`src/rtl/sync_frame_tx.sv`:
```
// sync_frame_tx: serial framer that sends each accepted word as one frame,
// made of the sync word 4'b1011 followed by the payload, one bit per bit period.
//
// Ports:
//   clk          in   rising-edge clock
//   rst          in   asynchronous, active-high reset
//   data_in      in   payload word, sampled on the valid/ready handshake
//   data_valid   in   data_in is valid; held until accepted
//   data_ready   out  block is idle and out of reset (decoded, not registered)
//   ser_out      out  serial line, held for the whole bit period
//   ser_en       out  strobe on the first clk of each bit period
//   frame_start  out  pulse with ser_en of the first sync bit
//   frame_done   out  pulse with ser_en of the last bit of the frame
//   busy         out  high in every state except IDLE
//
// Optional macro SYNC_FRAME_TX_STUFF_EN: when defined, a stuff 0 is sent after
// any payload bit that leaves the last three line bits at 101, so 1011 can
// never reappear after the sync word. Undefined: frames are 4+DATA_W bits.
module sync_frame_tx #(
    parameter int DATA_W    = 8,
    parameter int MSB_FIRST = 1,
    parameter int BIT_DIV   = 1,
    parameter int GAP       = 1
) (
    input  logic              clk,
    input  logic              rst,
    input  logic [DATA_W-1:0] data_in,
    input  logic              data_valid,
    output logic              data_ready,
    output logic              ser_out,
    output logic              ser_en,
    output logic              frame_start,
    output logic              frame_done,
    output logic              busy
);

    localparam int DIV_W = (BIT_DIV > 1) ? $clog2(BIT_DIV) : 1;
    localparam int CW_D  = $clog2(DATA_W + 1);
    localparam int CW_G  = $clog2(GAP + 1);
    localparam int CW_M  = (CW_D > CW_G) ? CW_D : CW_G;
    // The same counter indexes sync bits (0..3), payload bits and gap periods.
    localparam int CNT_W = (CW_M > 2) ? CW_M : 2;

    localparam logic [CNT_W-1:0] LAST_BIT  = CNT_W'(DATA_W - 1);
    localparam logic [CNT_W-1:0] LAST_GAP  = CNT_W'((GAP > 0) ? GAP - 1 : 0);
    localparam logic [CNT_W-1:0] LAST_SYNC = CNT_W'(3);
    localparam logic [DIV_W-1:0] LAST_DIV  = DIV_W'(BIT_DIV - 1);
    localparam logic [3:0]       SYNC_WORD = 4'b1011;

`ifdef SYNC_FRAME_TX_STUFF_EN
    typedef enum logic [2:0] {S_IDLE, S_SYNC, S_DATA, S_STUFF, S_GAP} state_t;
`else
    typedef enum logic [2:0] {S_IDLE, S_SYNC, S_DATA, S_GAP} state_t;
`endif

    state_t            state, state_n;
    logic [CNT_W-1:0]  cnt, cnt_n;
    logic [DIV_W-1:0]  div, div_n;
    logic [DATA_W-1:0] shreg, shreg_n;
    logic              ser_out_n, ser_en_n, fs_n, fd_n;
    logic              tc, pay_bit, send_pay, frame_end;
    logic [DATA_W-1:0] pay_shift;
    logic [1:0]        sync_idx;
`ifdef SYNC_FRAME_TX_STUFF_EN
    logic [2:0]        hist, hist_n;
`endif

    assign tc         = (div == LAST_DIV);
    assign data_ready = (state == S_IDLE) & ~rst;
    // While sync bit cnt is on the line, the next one is SYNC_WORD[3-(cnt+1)].
    assign sync_idx   = 2'd2 - cnt[1:0];

    always_comb begin
        if (MSB_FIRST != 0) begin
            pay_bit   = shreg[DATA_W-1];
            pay_shift = shreg << 1;
        end else begin
            pay_bit   = shreg[0];
            pay_shift = shreg >> 1;
        end
    end

    always_comb begin
        state_n   = state;
        cnt_n     = cnt;
        div_n     = div;
        shreg_n   = shreg;
        ser_out_n = ser_out;
        ser_en_n  = 1'b0;
        fs_n      = 1'b0;
        fd_n      = 1'b0;
        send_pay  = 1'b0;
        frame_end = 1'b0;
`ifdef SYNC_FRAME_TX_STUFF_EN
        hist_n    = hist;
`endif
        if (state != S_IDLE)
            div_n = tc ? '0 : div + 1'b1;
        case (state)
            S_IDLE: begin
                if (data_valid) begin
                    state_n   = S_SYNC;
                    cnt_n     = '0;
                    shreg_n   = data_in;
                    ser_out_n = 1'b1;
                    ser_en_n  = 1'b1;
                    fs_n      = 1'b1;
`ifdef SYNC_FRAME_TX_STUFF_EN
                    hist_n    = 3'b001;
`endif
                end
            end
            S_SYNC: begin
                if (tc) begin
                    if (cnt == LAST_SYNC) begin
                        cnt_n    = '0;
                        send_pay = 1'b1;
                    end else begin
                        cnt_n     = cnt + 1'b1;
                        ser_out_n = SYNC_WORD[sync_idx];
                        ser_en_n  = 1'b1;
`ifdef SYNC_FRAME_TX_STUFF_EN
                        hist_n    = {hist[1:0], SYNC_WORD[sync_idx]};
`endif
                    end
                end
            end
            S_DATA: begin
                if (tc) begin
`ifdef SYNC_FRAME_TX_STUFF_EN
                    if (hist == 3'b101) begin
                        state_n   = S_STUFF;
                        ser_out_n = 1'b0;
                        ser_en_n  = 1'b1;
                        fd_n      = (cnt == LAST_BIT);
                        hist_n    = {hist[1:0], 1'b0};
                    end else if (cnt == LAST_BIT) begin
                        frame_end = 1'b1;
                    end else begin
                        cnt_n    = cnt + 1'b1;
                        send_pay = 1'b1;
                    end
`else
                    if (cnt == LAST_BIT) begin
                        frame_end = 1'b1;
                    end else begin
                        cnt_n    = cnt + 1'b1;
                        send_pay = 1'b1;
                    end
`endif
                end
            end
`ifdef SYNC_FRAME_TX_STUFF_EN
            S_STUFF: begin
                if (tc) begin
                    if (cnt == LAST_BIT) begin
                        frame_end = 1'b1;
                    end else begin
                        cnt_n    = cnt + 1'b1;
                        send_pay = 1'b1;
                    end
                end
            end
`endif
            S_GAP: begin
                if (tc) begin
                    if (cnt == LAST_GAP)
                        state_n = S_IDLE;
                    else
                        cnt_n = cnt + 1'b1;
                end
            end
            default: state_n = S_IDLE;
        endcase
        if (send_pay) begin
            state_n   = S_DATA;
            ser_out_n = pay_bit;
            ser_en_n  = 1'b1;
            shreg_n   = pay_shift;
            fd_n      = (cnt_n == LAST_BIT);
`ifdef SYNC_FRAME_TX_STUFF_EN
            hist_n    = {hist[1:0], pay_bit};
            // A trailing stuff bit takes over the frame_done marker.
            if (hist_n == 3'b101)
                fd_n = 1'b0;
`endif
        end
        if (frame_end) begin
            cnt_n     = '0;
            ser_out_n = 1'b0;
            state_n   = (GAP == 0) ? S_IDLE : S_GAP;
        end
    end

    always_ff @(posedge clk or posedge rst) begin
        if (rst) begin
            state       <= S_IDLE;
            cnt         <= '0;
            div         <= '0;
            shreg       <= '0;
            ser_out     <= 1'b0;
            ser_en      <= 1'b0;
            frame_start <= 1'b0;
            frame_done  <= 1'b0;
            busy        <= 1'b0;
`ifdef SYNC_FRAME_TX_STUFF_EN
            hist        <= '0;
`endif
        end else begin
            state       <= state_n;
            cnt         <= cnt_n;
            div         <= div_n;
            shreg       <= shreg_n;
            ser_out     <= ser_out_n;
            ser_en      <= ser_en_n;
            frame_start <= fs_n;
            frame_done  <= fd_n;
            busy        <= (state_n != S_IDLE);
`ifdef SYNC_FRAME_TX_STUFF_EN
            hist        <= hist_n;
`endif
        end
    end

endmodule
```
`config.mk`:
```
export PLATFORM = sky130hd
export DESIGN_NAME = sync_frame_tx
export DESIGN_NICKNAME = d
export VERILOG_FILES = /design/src/rtl/sync_frame_tx.sv
export SDC_FILE = /design/constraint.sdc
export NUM_CORES = 1
export LEC_CHECK = 0
export CAP_MARGIN = 5
export CORE_MARGIN = 2
export CORE_UTILIZATION = 35
export CTS_BUF_LIST = sky130_fd_sc_hd__clkbuf_4 sky130_fd_sc_hd__clkbuf_8
export DETAILED_ROUTE_END_ITERATION = 8
export PLACE_DENSITY_LB_ADDON = 0.12
export RECOVER_POWER = 50
export SLEW_MARGIN = 10
export SYNTH_ARGS = -nofsm -noshare
export SYNTH_HDL_FRONTEND = slang
export SYNTH_SLANG_ARGS = --single-unit
```
`constraint.sdc`:
```
create_clock -name clk -period 3.9 [get_ports clk]
set_input_delay 0.39 -clock clk [delete_from_list [all_inputs] [get_ports clk]]
set_output_delay 0.39 -clock clk [all_outputs]
set_load 0.01 [all_outputs]
```
Word-level counts from Yosys, hierarchy flattened
Cells that the tools add are included.
{"block": "word_totals", "regBits": 21, "elab_cells": 76, "input_bits": 11, "out_inout_bits": 6}
{"block": "classes", "n_reduce_logical": 10, "n_bitwise": 2, "addsub": 3, "eq_ne": 9, "n_mux": 42, "n_lt_le_gt_ge": 1}
{"operator": "$mux 4", "n": 8}
{"operator": "$mux 8", "n": 3}
{"operator": "$mux 1", "n": 20}
{"operator": "$pmux 4 s4", "n": 1}
{"operator": "$mux 3", "n": 5}
{"operator": "$ne 4x4->1 const B", "n": 3}
{"operator": "$pmux 3 s3", "n": 1}
{"operator": "$eq 4x3->1 const B", "n": 2}
{"operator": "$eq 3x2->1 const B", "n": 2}
{"operator": "$pmux 1 s2", "n": 3}
{"operator": "$reduce_bool 3->1", "n": 2}
{"operator": "$add 4x1->4 const B", "n": 1}
{"operator": "$eq 4x2->1 const B", "n": 1}
{"operator": "$logic_not 4->1", "n": 1}
{"operator": "$reduce_and 4->1", "n": 1}
{"operator": "$reduce_bool 2->1", "n": 2}
{"operator": "$reduce_bool 4->1", "n": 1}
{"operator": "$eq 3x1->1 const B", "n": 1}
{"operator": "$logic_not 3->1", "n": 1}
{"operator": "$lt 2x3->1 const B", "n": 1}
{"operator": "$bmux 1 s2", "n": 1}
{"operator": "$reduce_and 2->1", "n": 1}
{"operator": "$reduce_or 2->1", "n": 1}
{"operator": "$sub 2x2->2 const A", "n": 1}
{"operator": "other kinds (3)", "n": 3}

Depth between registers and ports, before layout
Gate-level depths: netlist (run 1).
{"block": "logic_depth", "depth_word": 8, "mapped_depth": 7, "depth_no_buf": 7}

Least setup slack after synthesis (run 1)
OpenSTA, ideal clock, no wires.
{"block": "synth_timing", "path_kind": "register to register", "start": "register cnt[0]", "end": "register frame_done", "setup_slack_ns": 2.251, "setup_ns": 0.128, "t_arrival_ns": 1.521, "path_stages_with_launch": 8, "required_ns": 3.772, "path_cell_list": "dfrtp_1 inv_1 ha_1 and2_2 a311oi_2 a21oi_1 a21oi_2 nor4_2"}
{"block": "synth_between", "elab_chain_cells": 6, "elab_cells_between_ends": 19}
{"item": "start: declaration", "line": "57", "rtl": "logic [CNT_W-1:0] cnt, cnt_n;"}
{"item": "start signal: assignment", "line": "211", "rtl": "cnt <= cnt_n;"}
{"item": "$add 4x1->4, or another cell as far along", "line": "119, 147, 170"}
{"item": "$mux 4 (on tied branches)", "line": "167, 115, 144"}
{"item": "$mux 4 (on tied branches)", "line": "166, 114, 129"}
{"item": "$pmux 4 s4", "line": "99", "rtl": "case (state)"}
{"item": "$eq 4x3->1", "line": "180", "rtl": "fd_n = (cnt_n == LAST_BIT);"}
{"item": "$mux 1 *", "line": "175", "rtl": "if (send_pay) begin"}
{"item": "via fd_n", "line": "60", "rtl": "logic ser_out_n, ser_en_n, fs_n, fd_n;"}
{"item": "end signal: assignment", "line": "217", "rtl": "frame_done <= fd_n;"}
{"item": "end: declaration", "line": "33", "rtl": "output logic frame_done,"}
The timed path passes the listed nets; every way through them passes the cells marked *.
A chain may end at the register's enable or synchronous reset.

Worst setup path after layout (run 1)
{"block": "layout_timing", "start": "register state[0]", "end": "register shreg[7]"}
{"block": "layout_between", "elab_chain_cells": 4, "elab_cells_between_ends": 8}
{"item": "start: declaration", "line": "56", "rtl": "state_t state, state_n;"}
{"item": "start signal: assignment", "line": "210", "rtl": "state <= state_n;"}
{"item": "$eq 3x2->1 or $eq 3x1->1 (tied branches)", "line": "99"}
{"item": "$pmux 1 s2", "line": "99"}
{"item": "$reduce_bool 2->1 (no line)"}
{"item": "$reduce_and 2->1 (no line)"}
{"item": "end signal: assignment", "line": "213", "rtl": "shreg <= shreg_n;"}
{"item": "end: declaration", "line": "59", "rtl": "logic [DATA_W-1:0] shreg, shreg_n;"}
Several ways; a longest one is shown, not always the timed one.

==> flow_summary_export.csv, run 1 <==
group,metric,value,unit
critical_path,worstSetupStartpointType,"flip-flop",
power,power_per_cell_area,592,nW/um^2
sta,slew_headroom,-0.157,
outcome,violations,"capacitance limit, slew limit",
yosys,netlist_top_cells_area,"dfrtp_1 46%, nand2_1 5.5%, a22oi_1 4.8%, nor2_1 4.1%, a21oi_1 3.6%",
clock_tree,cts_resized,0,
detailed_routing,wl_per_cell,12.2,um
sta,rsz0062_at_grt,"false",
cells_and_area,final_nets,139,
clock_tree,max_root_sink_buffers,2,
yosys,synth_seq_area_share,0.456,
critical_path,worstPathMaxFanout,13,
clock_tree,root_buf_cell,"clkbuf_4",
yosys,synth-compound-area-share,0.186,
power,vdd_drop_max,0.207,mV
sta,finalCriticalPeriod,2.74,ns
yosys,synth.distinct_cells,42,
power,p_leak,0.000578,uW
critical_path,critPathKind,"reg -> reg",
power,p_total,772,uW
detailed_routing,post_drt_via_cell_ratio,4.86,
grt,grt_pass1_vias,839,
sta,max_clock_freq,364,MHz
sta,timing.final.max_slew_violations,11,
yosys,synthesis.area,1100,um^2
yosys,syn-mean-instance-area,9.99,um^2
sta,final_min_period_over_clock_period,0.704,
sta,hold_viol_final,0,
clock_tree,cts.repair_timing.setup_buffer_count,0,
placement,portBuffers,16,
grt,track_usage,0.141,
worst_hold_path,min-delay-path-class,"reg -> reg",
cells_and_area,layout-drive-gt1-share,0.128,
detailed_routing,drc_errors,0,
critical_path,crit_arrival,2.94,ns
yosys,synth_area_leader_cell,"dfrtp_1",
cells_and_area,layout.cells.most_common_list,"20 x dfrtp_1, 16 x nand2_1, 15 x clkdlybuf4s50_1",
yosys,synth_area_in_simple_gates,0.256,
clock_tree,numCtsBuffers,3,
floorplan,io_pins,17,
clock_tree,cts_htree_levels,1,
detailed_routing,detail_route.iter0.violations,20,
cells_and_area,antenna_cells,0,
yosys,post_synth_xor_area_fraction,0.00797,
placement,dpl_hpwl,1530,um
grt,grt_pass1_wl,3750,um
critical_path,timing.critical_path.to_type,"flip-flop",
clock_tree,insertion_delay_to_the_later_sink_of_the_worst_skew_pair,0.30,ns
detailed_routing,detailedRoute.firstPassIterationCount,4,
detailed_routing,wirelength,2070,um
yosys,synth.ff_latch_count,20,
cells_and_area,layout.cells.most_common,"dfrtp_1",
sta,final_setup_violations,0,
clock_tree,numClockSinks,20,
sta,timing_worst_slew_pin_value,1.71,ns
sta,timing.setup.tns,0,ns
sta,clock_skews,0.00744,ns
detailed_routing,vias,821,
floorplan,die_height,60.0,um
placement,finalWeightedCongestion,0.735,
detailed_routing,ant_nets,0,
floorplan,die_width,60.0,um
yosys,synth.net_count,123,
yosys,synth_top_area_share,0.456,
floorplan,rows,20,
grt,global_route.overflow_total,0,
clock_tree,clk_pin_slew_worst_paths,0.12,ns
run,max_cap_violations,1,
critical_path,cp.required,4.09,ns
floorplan,initial_core_util,0.363,
floorplan,die_area,3600,um^2
yosys,synth-warning-count,0,
outcome,outcome,"finished, violations left",
clock_tree,tritoncts_clock_tree,"built",
yosys,yosys.area_share.adder,0.0228,
grt,grt_start_max_net_pins,21,
clock_tree,cts_hold_repair.buffers,0,
yosys,synthMuxAreaShare,0.0182,
yosys,netlist_instances,110,
floorplan,core_area,3030,um^2
yosys,synth_top_family_by_area,"simple AND/OR/NAND/NOR gates",
cells_and_area,area_growth,18.8,%
grt,antenna_found_initial,0,
==> flip-flops by register name, summed over array words and instances (netlist names) <==
| register | cells |
|---|---|
| shreg | 8 |
| cnt | 4 |
| state | 3 |
| busy | 1 |
| frame_done | 1 |
| frame_start | 1 |
| ser_en | 1 |
| ser_out | 1 |
==> cell usage after synthesis (all sizes together) <==
| cell | instances |
|---|---|
| and3b | 1 |
| nand4b | 1 |
| a211o | 2 |
| o22ai | 1 |
| a311o | 1 |
| nand2b | 3 |
| conb | 1 |
| dfrtp | 20 |
| or2 | 2 |
| nor3 | 2 |
| and2b | 1 |
| nor3b | 1 |
| a311oi | 1 |
| o211ai | 1 |
| nor4 | 2 |
| a22oi | 7 |
| nand4bb | 1 |
| nand2 | 16 |
| xor2 | 1 |
| a211oi | 2 |
| nand3 | 2 |
| mux2i | 2 |
| o21ai | 2 |
| ha | 2 |
| a21oi | 9 |
| nor4b | 1 |
| and2 | 2 |
| a221oi | 1 |
| inv | 4 |
| or2b | 1 |
| nor2 | 12 |
| buf | 5 |
==> worst paths after layout <==
kind,start,end,slack [ns],depth (start not counted)
max,state[0],shreg[7],1.16,4
min,shreg[4],shreg[4],0.49,2
max reg2reg,state[0],shreg[7],1.16,4
min reg2reg,shreg[4],shreg[4],0.49,2
max in group asynchronous,rst,cnt[3],2.75,2
min in group asynchronous,rst,state[0],0.67,2
==> worst max-delay path: stages (launching register included) <==
cell and delay (ns):
dfrtp_1 0.56, nor4b_1 1.46, nor2_1 0.38, nand2_1 0.18, nand2_1 0.06
==> per-layer routing <==
layer  share of wire  vias up  wire length (um)  track usage
met5               0        -                 0            0
met4           0.010        0                21       0.0667
met3           0.030        2                63       0.0303
met2            0.47        7               965        0.217
met1            0.49      394              1020        0.187
li1                -      418                 -            -
==> metrics by stage <==
stage               hold slack [ns]  area, um^2  std cells   util  worst slack (ns)
floorplan                     0.354        1100        110      -              2.25
global placement              0.465        1270        165  0.421              1.58
detailed placement            0.469        1270        165  0.421              1.56
CTS                           0.503        1330        169  0.438              1.54
global route                  0.519        1310        169  0.431             0.754
finish                        0.494        1310        169  0.431              1.16
==> cell type report <==
| cell class | instances | area, um^2 |
|---|---|---|
| clock buffers | 3 | 22.5 |
| inverters | 4 | 15.0 |
| clock inverters | 1 | 30.0 |
| flip-flops and latches | 20 | 500 |
| repair buffers | 16 | 160 |
| multi-input cells | 81 | 522 |
| well taps | 44 | 55.1 |
| fillers | 311 | 1720 |
==> cell families (layout without fill, tap and decap cells) <==
group,count (synthesis),count (layout)
xor+xnor,1,1
fa+ha+maj,2,2
other cells,1,1
buf+inv,9,24
flops,20,20
simple gates,48,48
compound gates,27,27
mux,2,2
==> where the power goes <==
part           switching, uW  internal, uW
Clock                   63.9           104
Sequential              67.7           277
Combinational            133           126
Total                    265           507
No activity file was read; power rests on OpenSTA's default activity.
==> run 2, diff against run 1 <==
clock period = 2.5 ns   (was 3.9 ns; I/O delays follow)
==> flow_summary_export.csv, run 2 (synthesis gave the netlist of run 1 again) <==
group,metric,value,unit
placement,dpl_hpwl,1590,um
power,p_int,733,uW
cells_and_area,layout.cells.most_common,"dfrtp_1",
floorplan,die_width,60.0,um
detailed_routing,ant_nets,0,
cells_and_area,reg.largest.list,"shreg x8, cnt x4, state x3",
detailed_routing,wirelength,2190,um
cells_and_area,post_layout_nonfiller_instances,172,
worst_hold_path,hold_path.startpoint,"shreg[1]",
clock_tree,root_buf_cell,"clkbuf_4",
sta,max_clock_freq,494,MHz
grt,antenna_found_initial,0,
sta,timing.final.max_slew_violations,0,
grt,global_route.overflow_total,0,
sta,timing_worst_slew_pin_value,0.746,ns
worst_hold_path,timing.hold.worst_path_depth,2,
power,power.net_switching,435,uW
cells_and_area,antenna_cells,0,
cells_and_area,n_fill_cell,304,
run,max_cap_violations,0,
power,power_per_cell_area,879,nW/um^2
critical_path,worstPathMaxFanout,13,
clock_tree,insertion_delay_to_the_later_sink_of_the_worst_skew_pair,0.30,ns
power,p_sw_frac,0.372,
detailed_routing,drc_errors,0,
grt,grt_pass1_wl,3910,um
clock_tree,max_root_sink_buffers,2,
floorplan,io_pins,17,
power,share_seq_of_total_power,0.462,
power,vdd_drop_max,0.285,mV
cells_and_area,max_flop_register,"shreg",
detailed_routing,routed-wl-met3,87,um
critical_path,worstSetupStartpointType,"flip-flop",
floorplan,die_height,60.0,um
grt,track_usage,0.143,
detailed_routing,highest-signal-layer,"met4",
detailed_routing,wl_per_cell,12.7,um
clock_tree,numClockSinks,20,
clock_tree,cts_htree_levels,1,
grt,grt_start_max_net_pins,21,
outcome,outcome,"finished, final reports clean",
detailed_routing,post_drt_via_cell_ratio,4.96,
sta,rsz0062_at_grt,"false",
clock_tree,tritoncts_clock_tree,"built",
sta,clock_skews,0.00559,ns
critical_path,rr_startpoint,"cnt[0]",
sta,final_setup_violations,0,
critical_path,crit_arrival,1.77,ns
power,clockPowerShare,0.162,
cells_and_area,layout.cells.most_common_list,"20 x dfrtp_1, 16 x nand2_1, 14 x clkdlybuf4s50_1",
clock_tree,cts.repair_timing.setup_buffer_count,0,
sta,hold_viol_final,0,
critical_path,timing.reg2reg.worst_path_depth,6,
grt,grt_pass1_vias,847,
sta,final_min_period_over_clock_period,0.810,
detailed_routing,detailedRoute.firstPassIterationCount,4,
clock_tree,cts_hold_repair.buffers,0,
sta,timing.setup.tns,0,ns
floorplan,initial_core_util,0.363,
cells_and_area,layout-drive-gt1-share,0.156,
cells_and_area,number_of_flip_flops_under_the_largest_register_name,8,
clock_tree,cts_resized,0,
critical_path,worstReg2RegEnd,"frame_done",
detailed_routing,wirelength_met1,1080,um
placement,portBuffers,16,
power,p_leak,0.000593,uW
placement,dp_cells,168,
floorplan,rows,20,
clock_tree,clk_pin_slew_worst_paths,0.12,ns
worst_hold_path,min-delay-path-class,"reg -> reg",
worst_hold_path,hold_end,"shreg[1]",
critical_path,cp.required,2.25,ns
floorplan,core_area,3030,um^2
critical_path,timing.critical_path.to_type,"output pin",
detailed_routing,vias,853,
detailed_routing,met2WireLength,990,um
placement,finalWeightedCongestion,0.815,
power,comb_power_share,0.376,
sta,slew_headroom,0.502,
cells_and_area,final_nets,142,
critical_path,reg2reg_slack,0.59,ns
floorplan,die_area,3600,um^2
sta,finalCriticalPeriod,2.02,ns
critical_path,critPathKind,"reg -> out",
clock_tree,numCtsBuffers,3,
detailed_routing,detail_route.iter0.violations,23,
cells_and_area,area_growth,21.0,%
run 2: critical path: stages, from the launching register on:
cell,delay [ns]
dfrtp_1,0.57
nor4_1,0.33
clkdlybuf4s50_1,0.58
run 2: routing by layer:
metal	global-route usage	vias to the layer above
met4	0.0540	0
met5	0	-
li1	-	426
met1	0.204	408
met3	0.0368	5
met2	0.207	14
run 2: power by group through the flow:
| stage | clock, uW | combinational [uW] | sequential (uW) |
|---|---|---|---|
| after global routing | 209 | 507 | 560 |
| after global placement | 0 | 441 | 542 |
| after CTS | 196 | 447 | 538 |
| final | 189 | 439 | 540 |
| after detailed placement | 0 | 447 | 543 |
| after floorplan | 0 | 355 | 508 |
run 2: cell type report:
cell class / count / area, um^2 / area share
inverters: 4 / 15.0 / 0.0113
multi-input cells: 81 / 543 / 0.409
clock buffers: 4 / 36.3 / 0.0273
flip-flops and latches: 20 / 500 / 0.377
repair buffers: 19 / 179 / 0.135
well taps: 44 / 55.1 / 0.0414
run 2: how the worst max path moves through the flow:
stage | start | to | slack [ns]
floorplan | cnt[0] | frame_done | 0.85
global placement | state[2] | frame_done | 0.62
detailed placement | cnt[0] | frame_done | 0.66
CTS | state[0] | data_ready | 0.46
global route | state[0] | data_ready | 0.41
finish | state[0] | data_ready | 0.48
run 2: per-stage QoR:
stage | total power [uW] | hold slack, ns | setup WS (ns) | instance area [um^2] | utilization
6_report | 1170 | 0.495 | 0.475 | 1330 | 0.439
5_1_grt | 1280 | 0.538 | 0.405 | 1330 | 0.439
4_1_cts | 1180 | 0.433 | 0.457 | 1330 | 0.440
3_5_place_dp | 990 | 0.464 | 0.664 | 1300 | 0.428
3_3_place_gp | 982 | 0.464 | 0.619 | 1300 | 0.428
2_1_floorplan | 862 | 0.214 | 0.851 | 1100 | -
==> run 3, diff against run 2 <==
clock period = 1.9 ns   (was 2.5 ns; I/O delays follow)
==> flow_summary_export.csv, run 3 (synthesis gave the netlist of run 1 again) <==
group,metric,value,unit
critical_path,worstSetupStartpointType,"flip-flop",
floorplan,io_pins,17,
cells_and_area,antenna_cells,0,
worst_hold_path,min-delay-path-class,"in -> reg",
outcome,outcome,"finished, final reports clean",
sta,slew_headroom,0.255,
floorplan,die_area,3600,um^2
clock_tree,clk_pin_slew_worst_paths,0.12,ns
detailed_routing,ant_nets,0,
cells_and_area,number_of_flip_flops_under_the_largest_register_name,8,
sta,timing.final.max_slew_violations,0,
critical_path,cp.required,2.09,ns
cells_and_area,multi_input_comb_area,562,um^2
clock_tree,max_root_sink_buffers,2,
floorplan,initial_core_util,0.363,
grt,global_route.overflow_total,0,
critical_path,crit_arrival,2.00,ns
power,power_per_cell_area,1160,nW/um^2
critical_path,timing.critical_path.to_type,"flip-flop",
detailed_routing,vias,904,
power,vdd_drop_max,0.505,mV
sta,final_min_period_over_clock_period,0.951,
placement,dpl_hpwl,1740,um
detailed_routing,wl_per_cell,13.4,um
grt,grt_pass1_vias,760,
cells_and_area,layout-drive-gt1-share,0.241,
grt,grt_start_max_net_pins,21,
clock_tree,root_buf_cell,"clkbuf_4",
power,p_leak,0.000635,uW
placement,finalWeightedCongestion,0.799,
detailed_routing,drc_errors,0,
sta,hold_viol_final,0,
floorplan,rows,20,
grt,grt_pass1_wl,3770,um
detailed_routing,wirelength,2420,um
floorplan,core_area,3030,um^2
sta,final_setup_violations,0,
clock_tree,numClockSinks,20,
cells_and_area,final_nets,151,
sta,timing_worst_slew_pin_value,1.12,ns
clock_tree,numCtsBuffers,3,
critical_path,critPathKind,"reg -> reg",
critical_path,worstPathMaxFanout,8,
placement,portBuffers,16,
sta,clock_skews,0.00778,ns
grt,track_usage,0.145,
cells_and_area,seq_area,503,um^2
detailed_routing,detailedRoute.firstPassIterationCount,4,
cells_and_area,max_flop_register,"shreg",
floorplan,die_height,60.0,um
placement,preCtsSetupSlack,0.0482,ns
cells_and_area,area_growth,28.9,%
cells_and_area,layout.cells.most_common,"dfrtp_1",
sta,max_clock_freq,554,MHz
cells_and_area,n_fill_cell,296,
cells_and_area,reg.largest.list,"shreg x8, cnt x4, state x3",
clock_tree,insertion_delay_to_the_later_sink_of_the_worst_skew_pair,0.30,ns
floorplan,die_width,60.0,um
sta,finalCriticalPeriod,1.81,ns
detailed_routing,post_drt_via_cell_ratio,4.99,
sta,timing.setup.tns,0,ns
sta,setup_slack,0.0938,ns
cells_and_area,layout.cells.most_common_list,"18 x dfrtp_1, 16 x nand2_1, 14 x clkdlybuf4s50_1",
clock_tree,tritoncts_clock_tree,"built",
critical_path,reg2reg_slack,0.09,ns
clock_tree,cts_htree_levels,1,
detailed_routing,detail_route.iter0.violations,45,
run,max_cap_violations,0,
grt,antenna_found_initial,0,
[run 3: cell count changes in the layout (fill, tap and decap cells not counted), sizes merged]
cell	before	now
buf	2	11
dlygate4sd3	2	1
dlygate4sd2	0	1
[run 3: metal layers]
metal | global-route usage | vias up | wire, um
li1 | - | 439 | -
met1 | 0.219 | 437 | 1160
met2 | 0.193 | 24 | 1120
met3 | 0.0303 | 4 | 106
met4 | 0.0730 | 0 | 30
met5 | 0 | - | 0
[run 3: cell type report]
cell class / instances / share of cell area
inverters: 4 / 0.0106
multi-input cells: 81 / 0.397
clock buffers: 4 / 0.0256
flip-flops and latches: 20 / 0.355
well taps: 44 / 0.0389
repair buffers: 28 / 0.173
[run 3: per-stage QoR]
step	utilization	hold slack [ns]	power [uW]	cell area (um^2)	cells
floorplan	-	0.154	1130	1100	110
global placement	0.445	0.464	1350	1350	175
detailed placement	0.445	0.463	1360	1350	175
CTS	0.457	0.240	1610	1390	179
global route	0.468	0.471	1770	1420	181
finish	0.468	0.477	1640	1420	181
[run 3: power by group]
part           total [uW]  switching (uW)  internal (uW)
Sequential            688             118            570
Combinational         699             356            342
Clock                 251             134            117
Total                1640             608           1030
[run 3: path summary, 6_finish.rpt]
check / startpoint / endpoint / cells after the start
min: data_in[1] / shreg[1] / 3
min reg2reg: shreg[7] / shreg[7] / 2
max reg2reg: cnt[2] / frame_done / 5
min in group asynchronous: rst / shreg[0] / 3
max: cnt[2] / frame_done / 5
max in group asynchronous: rst / state[2] / 3
[run 3: repair_timing]
item | 4_1_cts | 5_1_grt
setup buffers | 0 | 2
hold buffers | 0 | 0
setup endpoints to repair | 1 | 10
pin swaps | 0 | 2
gates resized for setup | 2 | 5
[run 3: critical path, cell delays in order (launching register included)]
cell	delay [ns]
dfrtp_1	0.49
nor2_1	0.41
a211oi_2	0.15
or2_2	0.36
o211ai_1	0.22
nor4_2	0.07
